**src/rtl/dispatch_stall_ctrl.sv**
```systemverilog
// N-wide dispatch/fetch stall controller: per-cycle dispatch grant from backend
// free-slot counts, flush-recovery sequencing and saturating per-cause stall counters.
module dispatch_stall_ctrl #(
  parameter int DISPATCH_WIDTH  = 2,
  parameter int ROB_CNT_W       = 6,
  parameter int FL_CNT_W        = 7,
  parameter int IQ_CNT_W        = 5,
  parameter int RECOVERY_CYCLES = 2,
  parameter int PERF_W          = 32,
  localparam int GW = $clog2(DISPATCH_WIDTH + 1)
) (
  input  logic                 clk,
  input  logic                 rst,
  input  logic                 flush,
  input  logic [GW-1:0]        decode_valid_cnt,
  input  logic [ROB_CNT_W-1:0] rob_free_cnt,
  input  logic [FL_CNT_W-1:0]  fl_free_cnt,
  input  logic [IQ_CNT_W-1:0]  iq_free_cnt,
  output logic [GW-1:0]        dispatch_grant_cnt,
  output logic                 stall_dispatch,
  output logic                 stall_fetch,
  output logic                 pc_valid,
  output logic                 recovering,
  output logic [PERF_W-1:0]    perf_stall_rob,
  output logic [PERF_W-1:0]    perf_stall_fl,
  output logic [PERF_W-1:0]    perf_stall_iq
);

  localparam int CW   = $clog2(RECOVERY_CYCLES + 1);
  localparam int MW01 = (ROB_CNT_W > FL_CNT_W) ? ROB_CNT_W : FL_CNT_W;
  localparam int MW23 = (IQ_CNT_W > GW) ? IQ_CNT_W : GW;
  localparam int MW   = (MW01 > MW23) ? MW01 : MW23;

  typedef logic [MW-1:0] cnt_t;
  typedef enum logic [1:0] {IDLE, RUN, DRAIN, RESUME} state_t;

  function automatic cnt_t min2(input cnt_t a, input cnt_t b);
    return (a < b) ? a : b;
  endfunction

  function automatic logic [PERF_W-1:0] sat_inc(input logic [PERF_W-1:0] v);
    return (&v) ? v : v + PERF_W'(1);
  endfunction

  state_t            state_q, state_d;
  logic [CW-1:0]     drain_cnt_q, drain_cnt_d;
  logic [PERF_W-1:0] perf_rob_q, perf_fl_q, perf_iq_q;

  cnt_t          rob_x, fl_x, iq_x, dw_x, dec_x, avail_x, dv_x;
  logic          over;
  logic [GW-1:0] grant_run;

  // All counts are compared zero-extended to the widest operand; the result of
  // min() never exceeds DISPATCH_WIDTH, so the clamp to GW bits is lossless.
  assign rob_x   = cnt_t'(rob_free_cnt);
  assign fl_x    = cnt_t'(fl_free_cnt);
  assign iq_x    = cnt_t'(iq_free_cnt);
  assign dec_x   = cnt_t'(decode_valid_cnt);
  assign dw_x    = cnt_t'(DISPATCH_WIDTH);
  assign avail_x = min2(min2(dw_x, rob_x), min2(fl_x, iq_x));
  assign dv_x    = min2(dec_x, dw_x);
  assign over    = (dv_x > avail_x);
  assign grant_run = over ? avail_x[GW-1:0] : dv_x[GW-1:0];

  always_ff @(posedge clk) begin
    if (rst) begin
      state_q     <= IDLE;
      drain_cnt_q <= '0;
    end else begin
      state_q     <= state_d;
      drain_cnt_q <= drain_cnt_d;
    end
  end

  // A flush in any state (re)starts the drain window.
  always_comb begin
    state_d     = state_q;
    drain_cnt_d = drain_cnt_q;
    if (flush) begin
      state_d     = DRAIN;
      drain_cnt_d = CW'(RECOVERY_CYCLES - 1);
    end else begin
      case (state_q)
        IDLE:   state_d = RUN;
        RUN:    state_d = RUN;
        DRAIN: begin
          if (drain_cnt_q == '0) state_d = RESUME;
          else                   drain_cnt_d = drain_cnt_q - CW'(1);
        end
        RESUME: state_d = RUN;
        default: state_d = IDLE;
      endcase
    end
  end

  always_comb begin
    dispatch_grant_cnt = '0;
    stall_dispatch     = 1'b0;
    stall_fetch        = 1'b0;
    pc_valid           = 1'b0;
    recovering         = 1'b0;
    perf_stall_rob     = '0;
    perf_stall_fl      = '0;
    perf_stall_iq      = '0;
    if (!rst) begin
      recovering     = (state_q == DRAIN) || (state_q == RESUME);
      perf_stall_rob = perf_rob_q;
      perf_stall_fl  = perf_fl_q;
      perf_stall_iq  = perf_iq_q;
      if (flush) begin
        stall_dispatch = 1'b1;
      end else begin
        case (state_q)
          RUN: begin
            dispatch_grant_cnt = grant_run;
            stall_dispatch     = over;
            stall_fetch        = over;
            pc_valid           = !over;
          end
          DRAIN: begin
            stall_dispatch = 1'b1;
            stall_fetch    = 1'b1;
          end
          // Redirected PC is fetched while dispatch stays empty.
          RESUME: begin
            stall_dispatch = 1'b1;
            pc_valid       = 1'b1;
          end
          default: ;
        endcase
      end
    end
  end

  // One cause per stalled cycle, ROB first, then free list, then issue queue.
  always_ff @(posedge clk) begin
    if (rst) begin
      perf_rob_q <= '0;
      perf_fl_q  <= '0;
      perf_iq_q  <= '0;
    end else if ((state_q == RUN) && !flush && over) begin
      if (rob_x < dv_x)     perf_rob_q <= sat_inc(perf_rob_q);
      else if (fl_x < dv_x) perf_fl_q  <= sat_inc(perf_fl_q);
      else                  perf_iq_q  <= sat_inc(perf_iq_q);
    end
  end

endmodule

```
**config.mk**
```make
export PLATFORM = sky130hd
export DESIGN_NAME = dispatch_stall_ctrl
export DESIGN_NICKNAME = d
export VERILOG_FILES = /design/src/rtl/dispatch_stall_ctrl.sv
export SDC_FILE = /design/constraint.sdc
export NUM_CORES = 1
export LEC_CHECK = 0
export ABC_AREA = 1
export BUFFER_PORTS_ARGS = -buffer_cell sky130_fd_sc_hd__buf_2
export CAP_MARGIN = 20
export CORE_AREA = 5 5 128 130
export CTS_BUF_LIST = sky130_fd_sc_hd__clkbuf_8
export DETAILED_ROUTE_END_ITERATION = 8
export DIE_AREA = 0 0 133 135
export PLACE_DENSITY = 0.74
export SKIP_CTS_REPAIR_TIMING = 1
export SLEW_MARGIN = 20
export SYNTH_ARGS = -nofsm -noshare
export SYNTH_HDL_FRONTEND = slang
export SYNTH_SLANG_ARGS = --single-unit
```
**constraint.sdc**
```tcl
create_clock -name clk -period 3.5 [get_ports clk]
set_clock_uncertainty 0.15 [all_clocks]
set_input_delay 0.175 -clock clk [delete_from_list [all_inputs] [get_ports clk]]
set_output_delay 0.175 -clock clk [all_outputs]
set_load 0.01 [all_outputs]
```
== After elaboration in Yosys (flattened, before gate mapping) ==
Index checks and enable logic that the tools add are counted.

* Register bits: 100
* Input bits: 23
* Output and inout port bits: 102
* Logic and storage cells: 76

* Add/sub/neg operators: 4
* $lt $le $gt $ge: 7
* Eq/ne operators: 6
* Mux-type cells: 27
* Bitwise gates (word level): 6
* Reduce and logical (&&, ||, !) cells: 19

{| class="wikitable"
|+ Operators with widths
! operator !! count
|-
| 32-bit by 1-bit adder with 32-bit output (second input constant) || 3
|-
| 32-bit two-way mux || 3
|-
| 32-bit AND reduction || 3
|-
| 2-bit two-way mux || 7
|-
| 7-bit two-way mux || 2
|-
| 1-bit two-way mux || 10
|-
| 4-bit AND reduction || 2
|-
| 2-bit by 7-bit > comparator with 1-bit output || 1
|-
| 6-bit by 7-bit < comparator with 1-bit output || 1
|-
| 7-bit by 2-bit < comparator with 1-bit output || 1
|-
| 7-bit by 5-bit < comparator with 1-bit output || 1
|-
| 2-bit by 6-bit < comparator with 1-bit output (first input constant) || 1
|-
| 6-bit by 2-bit < comparator with 1-bit output || 1
|-
| 6-bit two-way mux || 1
|-
| 1-bit NOT || 6
|-
| 1-bit one-hot mux with 2 select lines || 3
|-
| 2-bit == test (second input constant) || 2
|-
| 2-bit logical NOT || 2
|-
| 2-bit != test (second input constant) || 2
|-
| 2-bit one-hot mux with 2 select lines || 1
|-
| 2-bit AND reduction || 2
|-
| 2-bit OR reduction || 2
|-
| 3-bit != test (second input constant) || 1
|-
| 3-bit AND reduction || 1
|-
| 8 further kinds || 10
|}

== Depth between registers and ports, before layout ==
* Word-level depth: 9
* Mapped depth: 29
* Mapped depth without buffers: 29

== Worst setup path before layout ==
OpenSTA, ideal clock, no wires.

* Path type: input-to-reg
* Start point: input port iq_free_cnt[4]
* End point: register perf_iq_q[16]
* Library setup time: 132 ps
* Arrival time: 3236 ps
* Required time: 3218 ps
* Slack: -18 ps
* Stages: 21
* Path buffers: 2
* Cells stage by stage: inv_1 -> ha_1 -> a21o_1 -> nor2_4 -> nand2_4 -> o21ai_0 -> ha_1 -> nand2_1 -> inv_1 -> nand2_1 -> nand2_1 -> nand2_2 -> nand2_4 -> o21ai_0 -> ha_1 -> a21oi_1 -> nand4_1 -> buf_4 -> buf_4 -> o21ai_1 -> a21oi_1

* Cells in the longest elaborated chain, start to end: 7

{| class="wikitable"
|+ RTL lines
! element !! RTL line !! text
|-
| start, declared || 18 || <nowiki>input logic [IQ_CNT_W-1:0] iq_free_cnt,</nowiki>
|-
| 7-bit by 5-bit < comparator with 1-bit output || 38 || <nowiki>return (a < b) ? a : b;</nowiki>
|-
| 7-bit two-way mux (*) || 38 ||
|-
| 6-bit by 7-bit < comparator with 1-bit output || 38 ||
|-
| 7-bit two-way mux (*) || 38 ||
|-
| 2-bit by 7-bit > comparator with 1-bit output (*) || 62 || <nowiki>assign over = (dv_x > avail_x);</nowiki>
|-
| 1-bit logical AND (*) || 141 || <nowiki>end else if ((state_q == RUN) && !flush && over) begin</nowiki>
|-
| 4-bit AND reduction (no source line) (*) || n/a ||
|-
| end signal, assigned || 144 || <nowiki>else perf_iq_q <= sat_inc(perf_iq_q);</nowiki>
|-
| end, declared || 47 || <nowiki>logic [PERF_W-1:0] perf_rob_q, perf_fl_q, perf_iq_q;</nowiki>
|}

Mark *: on every way between the ends. The rest lies on a longest branch, timed or not.
A chain may end at the register's enable or synchronous reset.

== Worst setup path after layout ==
* Start point: input port iq_free_cnt[4]
* End point: output port dispatch_grant_cnt[0]

* Cells in the longest elaborated chain, start to end: 9

{| class="wikitable"
|+ RTL lines
! element !! RTL line !! text
|-
| 7-bit by 5-bit < comparator with 1-bit output || 38 ||
|-
| 7-bit two-way mux (*) || 38 ||
|-
| 6-bit by 7-bit < comparator with 1-bit output || 38 ||
|-
| 7-bit two-way mux (*) || 38 ||
|-
| 2-bit by 7-bit > comparator with 1-bit output || 62 ||
|-
| 2-bit two-way mux (*) || 63 || <nowiki>assign grant_run = over ? avail_x[GW-1:0] : dv_x[GW-1:0];</nowiki>
|-
| 2-bit two-way mux (*) || 113 || <nowiki>case (state_q)</nowiki>
|-
| 2-bit two-way mux (*) || 110 || <nowiki>if (flush) begin</nowiki>
|-
| 2-bit two-way mux (*) || 105 || <nowiki>if (!rst) begin</nowiki>
|-
| end, declared || 19 || <nowiki>output logic [GW-1:0] dispatch_grant_cnt,</nowiki>
|}

Marks and branches as above.

==> parameters.txt <==
Parameter                              Value

Status
  Run status ... complete, but fails checks
  Violated checks ... negative setup slack

Clocking
  CTS Buf Count ... 9
  Clock tree from TritonCTS ... done
  CTS sink count ... 100
  Clock Pin Slew Worst Setup and Hold Paths ... 0.11 ns
  Number of buffers between clock root and the deepest sink ... 2
  Clock root buffer ... sky130_fd_sc_hd__clkbuf_8
  Number of levels the H-tree was split into ... 3
  Later-pin clock latency in the skew report ... 0.39 ns

Finish
  Antenna cells ... 0
  Post-route non-filler standard cell count ... 1,563
  Final core utilization ... 58.67%
  Share of layout cells above drive strength 1 ... 17.31%
  Nets ... 1,414
  Synth-to-layout area growth ... 18.71%

Drt
  Violation count after the first detailed-route iteration ... 636
  Final antenna-violating net count ... 0
  Count of unresolved DRC violations after routing ... 0
  Via count of the routed design ... 8,137
  Detail-routed net length per standard cell ... 13.58 um
  Number of iterations in the first detailed-routing pass ... 5
  Post-detailed-route via-to-cell ratio ... 5.206
  Wire length reported by the detailed router ... 21,230 um

Yosys
  Post-synthesis cell type with the largest combined area ... sky130_fd_sc_hd__dfxtp_1
  Synth Area in Adders ... 3.537%
  Area share of xor/xnor cells in the synthesized design ... 6.484%
  Register area share after synthesis ... 26.95%
  Multiplexer area fraction after synthesis ... 0%
  Count of yosys warnings during synthesis ... 0
  Largest family of logic cells by synthesized area ... simple AND/OR/NAND/NOR gates
  Portion of synthesized cell area occupied by the leading cell type ... 26.95%
  Number of synthesized flops with an enable pin ... 0
  Top cells by area, synth ... sky130_fd_sc_hd__dfxtp_1 27%, sky130_fd_sc_hd__nor2_1 14%, sky130_fd_sc_hd__nand2_1 11%
  Fraction of registers with async set/reset ... 0%
  Predominant post-synthesis flop cell ... sky130_fd_sc_hd__dfxtp_1
  Simple logic cell fraction of the synthesized area ... 41.87%
  Compound-cell area share of the yosys netlist ... 9.498%
  Post-Syn Area per Cell ... 6.026 um^2
  Library cells used by synthesis ... 40
  Register bit total from synthesis ... 100
  Cells after Synth ... 1,233
  Combined area of all synthesized cells ... 0.007430 mm^2

Timing
  Final period util ... 101.8%
  Unrepaired setup endpoints after global routing ... yes
  Number of endpoints failing setup at the final stage ... 2
  Worst slew slack as a fraction of its limit ... 55.02%
  Total negative slack ... -0.1184 ns
  Worst Max-Slew Pin Slew ... 0.6740 ns
  Worst Slack Setup Final ... -0.06315 ns
  Peak Freq ... 280.7 MHz
  Final count of hold timing violations ... 0
  Final slew viol count ... 0
  Final critical delay including setup and external delays ... 3.563 ns

Die
  Row Count ... 45
  Top-Level Pins ... 125
  Die height ... 135 um
  Initial Utilization ... 49.42%
  Area of the placeable core ... 0.01503 mm^2
  Area enclosed by the die boundary ... 0.01796 mm^2
  Die extent in x ... 133 um

Global routing
  Overall global routing resource usage ... 22.57%
  Overflow left after global routing ... 0
  Wire length of the first global-routing pass ... 34,280 um
  Number of global-route vias before repair ... 7,421
  Pin count of the biggest net entering global routing ... 101
  Number of antenna violations at the first check in global routing ... 0

Power
  Worst ir drop on vdd ... 0.0002125 V
  Power per unit of standard cell area ... 250.4 mW/mm^2
  Leakage power summed over all cells ... 3.629 nW

Worst setup path
  Crit Reg-Reg Startpoint ... perf_fl_q[1]
  Critical Path RT ... 3.17 ns
  Signal arrival time at the worst endpoint ... 3.24 ns
  Class of the most critical setup path ... in2out
  Worst-path fanout max ... 8
  Type of element capturing the critical path ... output pin
  Setup crit start ... iq_free_cnt[4]
  Sort of element at the start of the critical path ... input pin

Placed design
  I/O Buffers ... 124
  Worst setup slack before clock tree synthesis ... -0.3629 ns
  Detailed-placement wirelength estimate ... 15,410 um
  DP Cell Count ... 1,536
  Final weighted congestion in routability-driven placement ... 0.9147

Min path
  Classification of the worst-slack hold path ... in2reg
  Launch point of the worst hold path ... rst

Run
  Max Cap Violations ... 0
registers in the layout, indices dropped and copies added (netlist names):
name and count:
perf_rob_q 32, perf_fl_q 32, drain_cnt_q 2, state_q 2, perf_iq_q 32
area by class of cell:
class	instances	area [um^2]
fill	1533	6213
multi-input combinational	923	4702
sequential	100	2002
timing repair buffer	169	1055
inverter	167	629.4
tap	188	235.2
clock buffer	9	123.9
clock inverter	7	72.57
synthesized netlist by cell type (4+ instances only):
cell type                  number
sky130_fd_sc_hd__nor4_1        20
sky130_fd_sc_hd__clkbuf_1      28
sky130_fd_sc_hd__nand4_1       32
sky130_fd_sc_hd__buf_1          4
sky130_fd_sc_hd__o21ai_1       15
sky130_fd_sc_hd__nand3_1       83
sky130_fd_sc_hd__nor2_1       277
sky130_fd_sc_hd__buf_6          4
sky130_fd_sc_hd__a21oi_1       69
sky130_fd_sc_hd__nor3_1        49
sky130_fd_sc_hd__inv_1        164
sky130_fd_sc_hd__xor2_1        55
sky130_fd_sc_hd__buf_2          6
sky130_fd_sc_hd__dfxtp_1      100
sky130_fd_sc_hd__nand2_1      216
sky130_fd_sc_hd__o21ai_0       51
sky130_fd_sc_hd__ha_1          21
worst max-delay path, cell delays in order:
cell and delay (ns):
sky130_fd_sc_hd__buf_6 0.09, sky130_fd_sc_hd__inv_2 0.06, sky130_fd_sc_hd__ha_4 0.20, sky130_fd_sc_hd__a21o_1 0.18
sky130_fd_sc_hd__nor2_4 0.11, sky130_fd_sc_hd__nand2_4 0.10, sky130_fd_sc_hd__nand2_2 0.10, sky130_fd_sc_hd__o21ai_2 0.06
sky130_fd_sc_hd__ha_1 0.31, sky130_fd_sc_hd__a21oi_2 0.16, sky130_fd_sc_hd__nand2_2 0.09, sky130_fd_sc_hd__nand2_4 0.08
sky130_fd_sc_hd__nand2_4 0.07, sky130_fd_sc_hd__nand2_2 0.06, sky130_fd_sc_hd__o21ai_2 0.06, sky130_fd_sc_hd__ha_1 0.34
sky130_fd_sc_hd__a21oi_2 0.07, sky130_fd_sc_hd__a21oi_2 0.16, sky130_fd_sc_hd__nand2_1 0.10, sky130_fd_sc_hd__nor2_2 0.18
sky130_fd_sc_hd__buf_4 0.14, sky130_fd_sc_hd__nand2_2 0.04, sky130_fd_sc_hd__a21oi_2 0.14, sky130_fd_sc_hd__buf_2 0.15
report_power, final:
| part | leakage, nW | switching, mW | internal, mW |
|---|---|---|---|
| registers | 0.806 | 0.00282 | 1.14 |
| logic | 2.72 | 0.165 | 0.115 |
| clock network | 0.102 | 0.449 | 0.335 |
| total | 3.63 | 0.618 | 1.59 |
cell families (layout without fill, tap and decap cells):
family	Yosys count	after routing
AO/OA/AOI/OAI	139	139
buffers and inverters	213	352
AND/OR/NAND/NOR	703	703
flip-flops	100	100
XOR/XNOR	55	55
other	2	5
adder cells (fa/ha/maj)	21	21
per-stage QoR:
stage | hold slack (ns) | total power, mW | instance area, um^2
after floorplan | 0.1768 | 1.316 | 7445
after global placement | 0.3039 | 1.393 | 8388
after detailed placement | 0.3141 | 1.398 | 8388
after CTS | -0.09023 | 2.176 | 8584
after global routing | 0.1638 | 2.299 | 8820
final | 0.1437 | 2.208 | 8820
cell usage in the layout (no fill, tap or decap), types with 6 or more instances in the layout:
master                     instances
sky130_fd_sc_hd__inv_2             6
sky130_fd_sc_hd__ha_1             18
sky130_fd_sc_hd__nand3_1          83
sky130_fd_sc_hd__buf_2           119
sky130_fd_sc_hd__xor2_1           55
sky130_fd_sc_hd__a21oi_2           6
sky130_fd_sc_hd__buf_4            39
sky130_fd_sc_hd__nor3_1           48
sky130_fd_sc_hd__inv_1           161
sky130_fd_sc_hd__a21oi_1          63
sky130_fd_sc_hd__nand2_1         209
sky130_fd_sc_hd__o21ai_0          47
sky130_fd_sc_hd__nor4_1           20
sky130_fd_sc_hd__o21ai_1          14
sky130_fd_sc_hd__nand2_2           9
sky130_fd_sc_hd__dfxtp_1         100
sky130_fd_sc_hd__clkbuf_8          9
sky130_fd_sc_hd__nand4_1          32
sky130_fd_sc_hd__nor2_1          275
layer usage:
layer,GRT usage (%),up-vias,share of wire (%)
met5,0,-,0
met4,5.370,0,1.1
met3,4.173,22,5.7
met2,38.69,241,48
met1,29.50,3682,46
li1,-,4192,-
final timing paths:
| check | endpoint | slack [ns] | cells past startpoint |
|---|---|---|---|
| worst max-delay path | dispatch_grant_cnt[0] | -0.06 | 24 |
| worst min register to register | drain_cnt_q[0] | 0.33 | 2 |
| worst max register to register | perf_fl_q[24] | 0.76 | 13 |
| worst min-delay path | perf_rob_q[25] | 0.14 | 2 |
Power figures use the tool's default switching activity.
